## src/rtl/rd_pkt_out.sv

```systemverilog
// Egress packet stage: CRC-32 check of the reader stream, tagged FIFO and a valid/ready replay port.
// Optional statistics counters are built only when RD_PKT_OUT_STATS_EN is defined.
module rd_pkt_out #(
    parameter int DWIDTH   = 32,
    parameter int DEPTH    = 64,
    parameter int AFULL_TH = 20
) (
    input  logic              i_clk,
    input  logic              i_rst_n,
    input  logic              i_rd_sop,
    input  logic              i_rd_vld,
    input  logic [DWIDTH-1:0] i_rd_data,
    input  logic              i_pkt_hdr_vld,
    input  logic              i_rd_eop,
    input  logic [DWIDTH-1:0] i_crc,
    output logic              o_buf_afull,
    output logic              o_tx_vld,
    input  logic              i_tx_rdy,
    output logic [DWIDTH-1:0] o_tx_data,
    output logic              o_tx_sop,
    output logic              o_tx_eop,
    output logic              o_tx_err,
    output logic              o_ovf_err,
    output logic              o_proto_err,
    output logic [15:0]       o_pkt_cnt,
    output logic [15:0]       o_crc_err_cnt,
    output logic [1:0]        o_dbg_state
);

    localparam int AW = $clog2(DEPTH);
    localparam int EW = DWIDTH + 3;
    localparam logic [AW:0]       DEPTH_C  = (AW+1)'(DEPTH);
    localparam logic [AW:0]       AFULL_C  = (AW+1)'(AFULL_TH);
    localparam logic [DWIDTH-1:0] CRC_POLY = DWIDTH'(32'h04C11DB7);
    localparam logic [DWIDTH-1:0] CRC_INIT = '1;

    typedef enum logic [1:0] {
        S_IDLE     = 2'd0,
        S_WAIT_HDR = 2'd1,
        S_BODY     = 2'd2
    } state_t;

    state_t            state;
    logic [DWIDTH-1:0] crc_reg;
    logic [DWIDTH-1:0] hold_data;
    logic              hold_sop;
    logic              proto_err;
    logic              ovf_err;

    logic              push;
    logic [EW-1:0]     push_word;

    logic [EW-1:0]     mem [DEPTH];
    logic [AW-1:0]     wr_ptr;
    logic [AW-1:0]     rd_ptr;
    logic [AW:0]       count;
    logic [AW:0]       free_cnt;
    logic              fifo_empty;
    logic              fifo_full;
    logic              fifo_wr;
    logic              fifo_rd;
    logic              bypass;
    logic              drop;

    logic [EW-1:0]     out_word;
    logic              out_vld;
    logic              out_free;
    logic              tx_acc;

    // MSB-first, non-reflected CRC-32 over one full data word.
    function automatic logic [DWIDTH-1:0] crc_step(input logic [DWIDTH-1:0] c,
                                                   input logic [DWIDTH-1:0] d);
        logic [DWIDTH-1:0] r;
        r = c;
        for (int i = DWIDTH - 1; i >= 0; i--) begin
            if (r[DWIDTH-1] ^ d[i]) r = {r[DWIDTH-2:0], 1'b0} ^ CRC_POLY;
            else                    r = {r[DWIDTH-2:0], 1'b0};
        end
        return r;
    endfunction

    // The held word is released by the next event in BODY; the tag depends on which event it is.
    always_comb begin
        push      = 1'b0;
        push_word = '0;
        if (state == S_BODY) begin
            if (i_rd_sop) begin
                push      = 1'b1;
                push_word = {1'b1, 1'b1, hold_sop, hold_data};
            end else if (i_rd_eop) begin
                push      = 1'b1;
                push_word = {(crc_reg != i_crc), 1'b1, hold_sop, hold_data};
            end else if (i_rd_vld) begin
                push      = 1'b1;
                push_word = {1'b0, 1'b0, hold_sop, hold_data};
            end
        end
    end

    always_ff @(posedge i_clk or negedge i_rst_n) begin
        if (!i_rst_n) begin
            state     <= S_IDLE;
            crc_reg   <= CRC_INIT;
            hold_data <= '0;
            hold_sop  <= 1'b0;
            proto_err <= 1'b0;
        end else begin
            case (state)
                S_IDLE: begin
                    if (i_rd_sop) begin
                        state     <= S_WAIT_HDR;
                        crc_reg   <= CRC_INIT;
                        hold_data <= '0;
                        hold_sop  <= 1'b0;
                    end else if (i_rd_vld || i_rd_eop) begin
                        proto_err <= 1'b1;
                    end
                end
                S_WAIT_HDR: begin
                    if (i_rd_sop) begin
                        crc_reg <= CRC_INIT;
                    end else if (i_rd_eop) begin
                        proto_err <= 1'b1;
                        state     <= S_IDLE;
                    end else if (i_rd_vld) begin
                        if (!i_pkt_hdr_vld) proto_err <= 1'b1;
                        hold_data <= i_rd_data;
                        hold_sop  <= 1'b1;
                        crc_reg   <= crc_step(crc_reg, i_rd_data);
                        state     <= S_BODY;
                    end
                end
                S_BODY: begin
                    if (i_rd_sop) begin
                        proto_err <= 1'b1;
                        crc_reg   <= CRC_INIT;
                        hold_data <= '0;
                        hold_sop  <= 1'b0;
                        state     <= S_WAIT_HDR;
                    end else if (i_rd_eop) begin
                        state <= S_IDLE;
                    end else if (i_rd_vld) begin
                        hold_data <= i_rd_data;
                        hold_sop  <= 1'b0;
                        crc_reg   <= crc_step(crc_reg, i_rd_data);
                    end
                end
                default: state <= S_IDLE;
            endcase
        end
    end

    // Output handshake: a word transfers on any cycle with o_tx_vld & i_tx_rdy; while
    // o_tx_vld is high and i_tx_rdy is low every o_tx_* output holds its value.
    assign out_free   = !out_vld || i_tx_rdy;
    assign tx_acc     = out_vld && i_tx_rdy;
    assign fifo_empty = (count == '0);
    assign fifo_full  = (count == DEPTH_C);
    assign fifo_rd    = !fifo_empty && out_free;
    assign bypass     = push && fifo_empty && out_free;
    assign fifo_wr    = push && !bypass && (!fifo_full || fifo_rd);
    assign drop       = push && !bypass && !fifo_wr;
    assign free_cnt   = DEPTH_C - count;

    always_ff @(posedge i_clk) begin
        if (fifo_wr) mem[wr_ptr] <= push_word;
    end

    always_ff @(posedge i_clk or negedge i_rst_n) begin
        if (!i_rst_n) begin
            wr_ptr   <= '0;
            rd_ptr   <= '0;
            count    <= '0;
            out_word <= '0;
            out_vld  <= 1'b0;
            ovf_err  <= 1'b0;
        end else begin
            if (fifo_wr) wr_ptr <= wr_ptr + 1'b1;
            if (fifo_rd) rd_ptr <= rd_ptr + 1'b1;
            if (fifo_wr && !fifo_rd)      count <= count + 1'b1;
            else if (!fifo_wr && fifo_rd) count <= count - 1'b1;
            if (drop) ovf_err <= 1'b1;
            // Empty FIFO lets a new word skip straight into the output register.
            if (bypass) begin
                out_word <= push_word;
                out_vld  <= 1'b1;
            end else if (fifo_rd) begin
                out_word <= mem[rd_ptr];
                out_vld  <= 1'b1;
            end else if (tx_acc) begin
                out_vld  <= 1'b0;
            end
        end
    end

    assign o_tx_vld    = out_vld;
    assign o_tx_data   = out_word[DWIDTH-1:0];
    assign o_tx_sop    = out_vld && out_word[DWIDTH];
    assign o_tx_eop    = out_vld && out_word[DWIDTH+1];
    assign o_tx_err    = out_vld && out_word[DWIDTH+2];
    assign o_buf_afull = (free_cnt < AFULL_C);
    assign o_ovf_err   = ovf_err;
    assign o_proto_err = proto_err;
    assign o_dbg_state = state;

`ifdef RD_PKT_OUT_STATS_EN
    logic [15:0] pkt_cnt;
    logic [15:0] crc_err_cnt;

    always_ff @(posedge i_clk or negedge i_rst_n) begin
        if (!i_rst_n) begin
            pkt_cnt     <= '0;
            crc_err_cnt <= '0;
        end else if (tx_acc && out_word[DWIDTH+1]) begin
            pkt_cnt <= pkt_cnt + 1'b1;
            if (out_word[DWIDTH+2]) crc_err_cnt <= crc_err_cnt + 1'b1;
        end
    end

    assign o_pkt_cnt     = pkt_cnt;
    assign o_crc_err_cnt = crc_err_cnt;
`else
    assign o_pkt_cnt     = 16'h0;
    assign o_crc_err_cnt = 16'h0;
`endif

endmodule

```

## config.mk

```make
export PLATFORM = sky130hd
export DESIGN_NAME = rd_pkt_out
export DESIGN_NICKNAME = d
export VERILOG_FILES = /design/src/rtl/rd_pkt_out.sv
export SDC_FILE = /design/constraint.sdc
export NUM_CORES = 2
export LEC_CHECK = 0
export BUFFER_PORTS_ARGS = -buffer_cell sky130_fd_sc_hd__buf_2
export CELL_PAD_IN_SITES_DETAIL_PLACEMENT = 0
export CELL_PAD_IN_SITES_GLOBAL_PLACEMENT = 1
export CORE_ASPECT_RATIO = 1.25
export CORE_MARGIN = 8
export CORE_UTILIZATION = 45
export DETAILED_ROUTE_END_ITERATION = 12
export PLACE_DENSITY_LB_ADDON = 0.1
export SLEW_MARGIN = 10
export SYNTH_ARGS = -nofsm -noshare
export SYNTH_HDL_FRONTEND = slang
export SYNTH_SLANG_ARGS = --single-unit
```

## constraint.sdc

```tcl
create_clock -name i_clk -period 14.26 [get_ports i_clk]
set_input_delay 2.139 -clock i_clk [delete_from_list [all_inputs] [get_ports i_clk]]
set_output_delay 2.139 -clock i_clk [all_outputs]
set_load 0.05 [all_outputs]
```

# [After elaboration in Yosys (flattened, before gate mapping)]
# Memories as Yosys holds them, arrays and structs flattened.
# Index checks and enable logic that the tools add are counted.
[totals] register_bits=124 ramBits=2240 in_bits=71 output_inout_bits=73 wordCells=556 n_memories=1
[memory_table] name="mem" depth=64 word_bits=35 rd=1 rd_clocked_by_memory_dff=0 write_ports=1 line_no="53" source="logic [EW-1:0] mem [DEPTH];"
[classes] add_sub_neg=5 magnitude_cmp=1 n_eq_ne=18 muxes=362 bitwise=126 n_reduce_logical=32
[ops] operator="two-way mux 32 bit" count=257
[ops] operator="two-way mux 27 bit" count=63
[ops] operator="NOT 14 bit" count=63
[ops] operator="one-hot mux 32 bit (3 select lines)" count=2
[ops] operator="two-way mux 35 bit" count=5
[ops] operator="bitwise XOR 1 bit" count=63
[ops] operator="two-way mux 33 bit" count=1
[ops] operator="!= test 32 bit" count=1
[ops] operator="two-way mux 1 bit" count=23
[ops] operator="!= test 3 bit, second input constant" count=7
[ops] operator="two-way mux 7 bit" count=2
[ops] operator="!= test 2 bit, second input constant" count=7
[ops] operator="AND reduction 7 bit" count=2
[ops] operator="adder 6 x 1 -> 6 bit, second input constant" count=2
[ops] operator="logical AND 1 bit" count=12
[ops] operator="two-way mux 2 bit" count=6
[ops] operator="adder 7 x 1 -> 7 bit, second input constant" count=1
[ops] operator="== test 7 bit, second input constant" count=1
[ops] operator="logical NOT 7 bit" count=1
[ops] operator="< comparator 7 x 5 -> 1 bit, second input constant" count=1
[ops] operator="subtractor 7 x 1 -> 7 bit, second input constant" count=1
[ops] operator="subtractor 7 bit, first input constant" count=1
[ops] operator="logical NOT 1 bit" count=6
[ops] operator="one-hot mux 1 bit (3 select lines)" count=2
[ops] operator="10 further kinds" count=14

# [Depth between registers and ports, before layout]
[logic_depth] ltp_word=192 ltp_mapped=15 ltp_nobuf=14

# [Worst setup path before layout]
# No wires, ideal clock.
[synth_path] path_kind="in2reg" start="in i_rd_sop" end="mem mem[0][34] (netlist bit), data pin" t_arrival_ns=6.073 t_required_ns=13.527 setup_slack_ns=7.453 path_stages=3 path_buffers=1 path_cell_list="clkbuf_1 -> o21a_1 -> a21boi_0"
[synth_between] elab_chain_len=2
[synth_lines] item="start: declaration" line_no="10" source="input logic i_rd_sop,"
[synth_lines] item="two-way mux 35 bit" line_no="87" source="if (i_rd_sop) begin"
[synth_lines] item="two-way mux 35 bit" line_no="86" source="if (state == S_BODY) begin"
[synth_lines] item="named net push_word[34]" line_no="51" source="logic [EW-1:0] push_word;"
[synth_lines] item="end: declaration" line_no="53"
# The timed path passes the listed nets, and every way through them passes these cells.

# [Worst setup path in the final report]
[layout_path] start="reg rd_ptr[0]" end="reg out_word[1]"
[layout_between] elab_chain_len=3
[layout_lines] item="start: declaration" line_no="55" source="logic [AW-1:0] rd_ptr;"
[layout_lines] item="start signal: assignment" line_no="179" source="if (fifo_rd) rd_ptr <= rd_ptr + 1'b1;"
[layout_lines] item="memory read (64 x 35 bit)"
[layout_lines] item="two-way mux 35 bit" line_no="187" source="end else if (fifo_rd) begin"
[layout_lines] item="two-way mux 35 bit" line_no="184" source="if (bypass) begin"
[layout_lines] item="end signal: assignment" line_no="185" source="out_word <= push_word;"
[layout_lines] item="end signal: assignment" line_no="188" source="out_word <= mem[rd_ptr];"
[layout_lines] item="end: declaration" line_no="65" source="logic [EW-1:0] out_word;"
# Every way passes these cells. The select of a mux whose other input is x is not followed.
# A chain may end at the register's enable or synchronous reset.

==> results.tsv <==
stage	metric	value	unit
synth	netlist_instances	4236	
die	initial_core_util	45.1	%
grt	grt_pass1_vias	45945	
detailed_routing	postRouteAntennaNets	0	
sta	setup_viol_count_final	0	
power	powerDensity	277	nW/um^2
power	p_sw_share	34.9	%
sta	slew_violations	0	
synth	synth_seq_area_share	74.5	%
cts	cts_setup_buffers	0	
layout	fin_nets	4553	
synth	async_reset_ff_share	5.25	%
synth	synth_top_area_share	71.2	%
critical_path	r2r_setup_slack	9.09	ns
cts	cts_resized	0	
cts	cts_tree	done	
grt	antenna_found_initial	8	
grt	grt_max_degree	129	
detailed_routing	via_per_inst	5.93	
sta	rsz0062_at_grt	no	
detailed_routing	wl_per_cell	33.6	um
power	combPwrFrac	52.7	%
synth	synth_edf_count	2240	
place	placedCellCount	6986	
layout	finalNonFillerCells	7408	
cts	cts_buffer_depth	4	
sta	finalCritPeriodShare	36.3	%
power	p_switching	10.3	mW
critical_path	reg2reg_depth	9	
critical_path	critPathKind	reg2reg	
critical_path	endpoint_kind	register	
sta	fmax	193	MHz
synth	netlist_area	94500	um^2
power	ir_drop	0.00106	V
synth	ys_types	59	
die	core_area	209000	um^2
critical_path	cp_max_fo	45	
min_path	holdCritStartpoint	o_proto_err$_DFFE_PN0P_	
sta	final.setup.worst_slack	9.09	ns
sta	hold_viol_final	0	
cts	cts_num_sinks	2364	
flow_run	drv_cap	0	
synth	yosysWarnings	0	
layout	largest_reg_flops	2240	
layout	biggestRegsByFlops	mem: 2240 flops, out_word: 35 flops	
die	io_pins	144	
place	pre_cts_ws	8.24	ns
die	die_area	225000	um^2
place	dp_hpwl	141000	um
cts	clock_latency	0.88	ns
sta	worst_slew_pin_slew	1.24	ns
power	totalPowerFinal	29.4	mW
cts	holdBufCountCts	0	
cts	ctsHtreeMaxLevel	4	
layout	drive_gt1_share	30.3	%
grt	gr-total-overflow	0	
layout	syn_to_final_growth	12.4	%
die	rows	188	
cts	root_buffer	clkbuf_16	
power	power.share.sequential	27.5	%
min_path	min_path_type	reg2reg	
sta	fin_worst_skew	0.0771	ns
die	fp.dieW	426	um
critical_path	crit_arrival	5.91	ns
detailed_routing	drc	0	
synth	yosys.area.top_type	edfxtp_1	
min_path	whs_path_depth	1	
synth	ys_ff_latch	2364	
power	p_leak	37.4	nW
synth	synth_area_leaders	edfxtp_1 (71%), mux4_2 (16%), dfrtp_1 (2.4%), xnor3_1 (1.5%), xnor2_1 (1.4%)	
sta	fin_setup_tns	0	ns
detailed_routing	vias	43959	
synth	avgSynthCellArea	22.3	um^2
grt	grt_use_total	22.0	%
cts	cts_buffers	233	
cts	clk_pin_slew	0.07	ns
run_status	outcome	complete, no violations	
sta	fin_crit	5.17	ns
detailed_routing	drtIter0Drc	4238	
layout	top_register	mem	
detailed_routing	wirelength	249000	um
grt	grt_pass1_wl	355000	um
critical_path	worstReg2RegStart	rd_ptr[0]$_DFFE_PN0P_	
place	gp_congestion	0.883	
sta	relSlewSlack	17.5	%
min_path	holdPathEnd	o_proto_err$_DFFE_PN0P_	
critical_path	rr_endpoint	out_word[1]$_DFFE_PN0P_	
critical_path	crit_required	14.99	ns
power	power.internal	19.2	mW
synth	synthFlopType	edfxtp_1	
critical_path	start_kind	register	
place	numPortBuffers	111	
power	pwr-share-clk	19.8	%
die	die_h	528	um
detailed_routing	drtPass1Iterations	6	
==> logic make-up after synthesis <==
group                      after synthesis  share of synthesized area, %
AOI/OAI and AO/OA                      264                          1.76
muxes                                  703                          16.6
and+or+nand+nor                        306                          1.47
DFF                                   2364                          74.5
buffers and inverters                  290                          1.41
other                                    1                       0.00397
adders and majority gates               13                         0.180
xor gates and xnor gates               295                          4.10
==> cell usage after synthesis (12+ instances only) <==
| library cell | count |
|---|---|
| ha_1 | 12 |
| a22oi_1 | 48 |
| o22ai_1 | 20 |
| and2_1 | 38 |
| nand2_1 | 88 |
| dfstp_2 | 32 |
| xnor2_1 | 153 |
| buf_4 | 64 |
| nand3_1 | 15 |
| xor2_1 | 46 |
| edfxtp_1 | 2240 |
| a21oi_1 | 118 |
| nor2_1 | 116 |
| o21ai_0 | 23 |
| xnor3_1 | 64 |
| buf_1 | 69 |
| a221oi_1 | 20 |
| clkbuf_1 | 147 |
| dfrtp_1 | 92 |
| mux4_2 | 689 |
| nor2b_1 | 17 |
==> per-layer routing <==
metal / vias to the layer above / GRT usage [%] / routed length [um]
li1: 18071 / - / -
met1: 24253 / 31.5 / 107000
met2: 1317 / 36.2 / 122000
met3: 318 / 3.10 / 13800
met4: 0 / 5.02 / 5840
met5: - / 0 / 0
==> cell usage in the layout (no fill, tap or decap), drive strengths merged, types with 4 or more instances in the layout <==
cell,count
a22oi,48
nand4,6
a211oi,10
nor2,116
nor3,4
nor4,6
xnor3,71
mux4,689
inv,12
o22ai,20
bufinv,13
nand3,15
xnor2,169
ha,12
conb,32
dfstp,32
nand2b,5
mux2i,11
a21oi,118
nor2b,17
nand2,88
clkinv,94
o21ai,24
a221o,7
xor3,8
clkbuf,304
buf,248
and2,38
a221oi,20
xor2,47
dfrtp,92
edfxtp,2240
==> how the worst max path moves through the flow <==
stage	startpoint	to	depth (start not counted)
CTS	rd_ptr[0]$_DFFE_PN0P_	out_word[10]$_DFFE_PN0P_	8
global placement	i_rd_data[31]	crc_reg[12]$_DFFE_PN1P_	9
floorplan	i_rd_sop	mem[0][34]$_DFFE_PP_	3
global route	rd_ptr[0]$_DFFE_PN0P_	out_word[1]$_DFFE_PN0P_	9
finish	rd_ptr[0]$_DFFE_PN0P_	out_word[1]$_DFFE_PN0P_	9
detailed placement	i_tx_rdy	mem[7][5]$_DFFE_PP_	9
==> critical path, cell delays in order, from the launching register on <==
cell	delay [ns]
dfrtp_4	0.63
buf_4	0.71
buf_4	0.58
buf_4	0.82
mux4_2	0.62
mux4_2	0.52
a22oi_1	0.74
nand3_1	0.18
o21ai_0	0.11
a21oi_1	0.09
==> metrics by stage <==
step	utilization, %	cell area, um^2	hold WS (ns)
final	50.7	106000	0.484
after global routing	50.7	106000	0.504
after CTS	50.7	106000	0.480
after detailed placement	47.3	99000	0.458
after global placement	47.3	99000	0.455
after floorplan	-	94600	0.459
==> cell type report <==
type / count / area, um^2
Fill cell: 16571 / 103000
Tap cell: 2755 / 3450
Timing Repair Buffer: 248 / 1730
Multi-Input combinational cell: 1613 / 23500
Clock inverter: 112 / 876
Inverter: 9 / 33.8
Clock buffer: 304 / 6230
Sequential cell: 2364 / 70400
Antenna cell: 3 / 7.51
==> power by group through the flow <==
stage               registers (mW)  clock network, mW  logic, mW
floorplan                     8.06                  0       12.2
global placement              8.24                  0       15.6
detailed placement            8.24                  0       15.6
CTS                           8.10               5.98       15.7
global route                  8.11               6.22       16.5
finish                        8.10               5.84       15.5
Power figures use the tool's default switching activity.
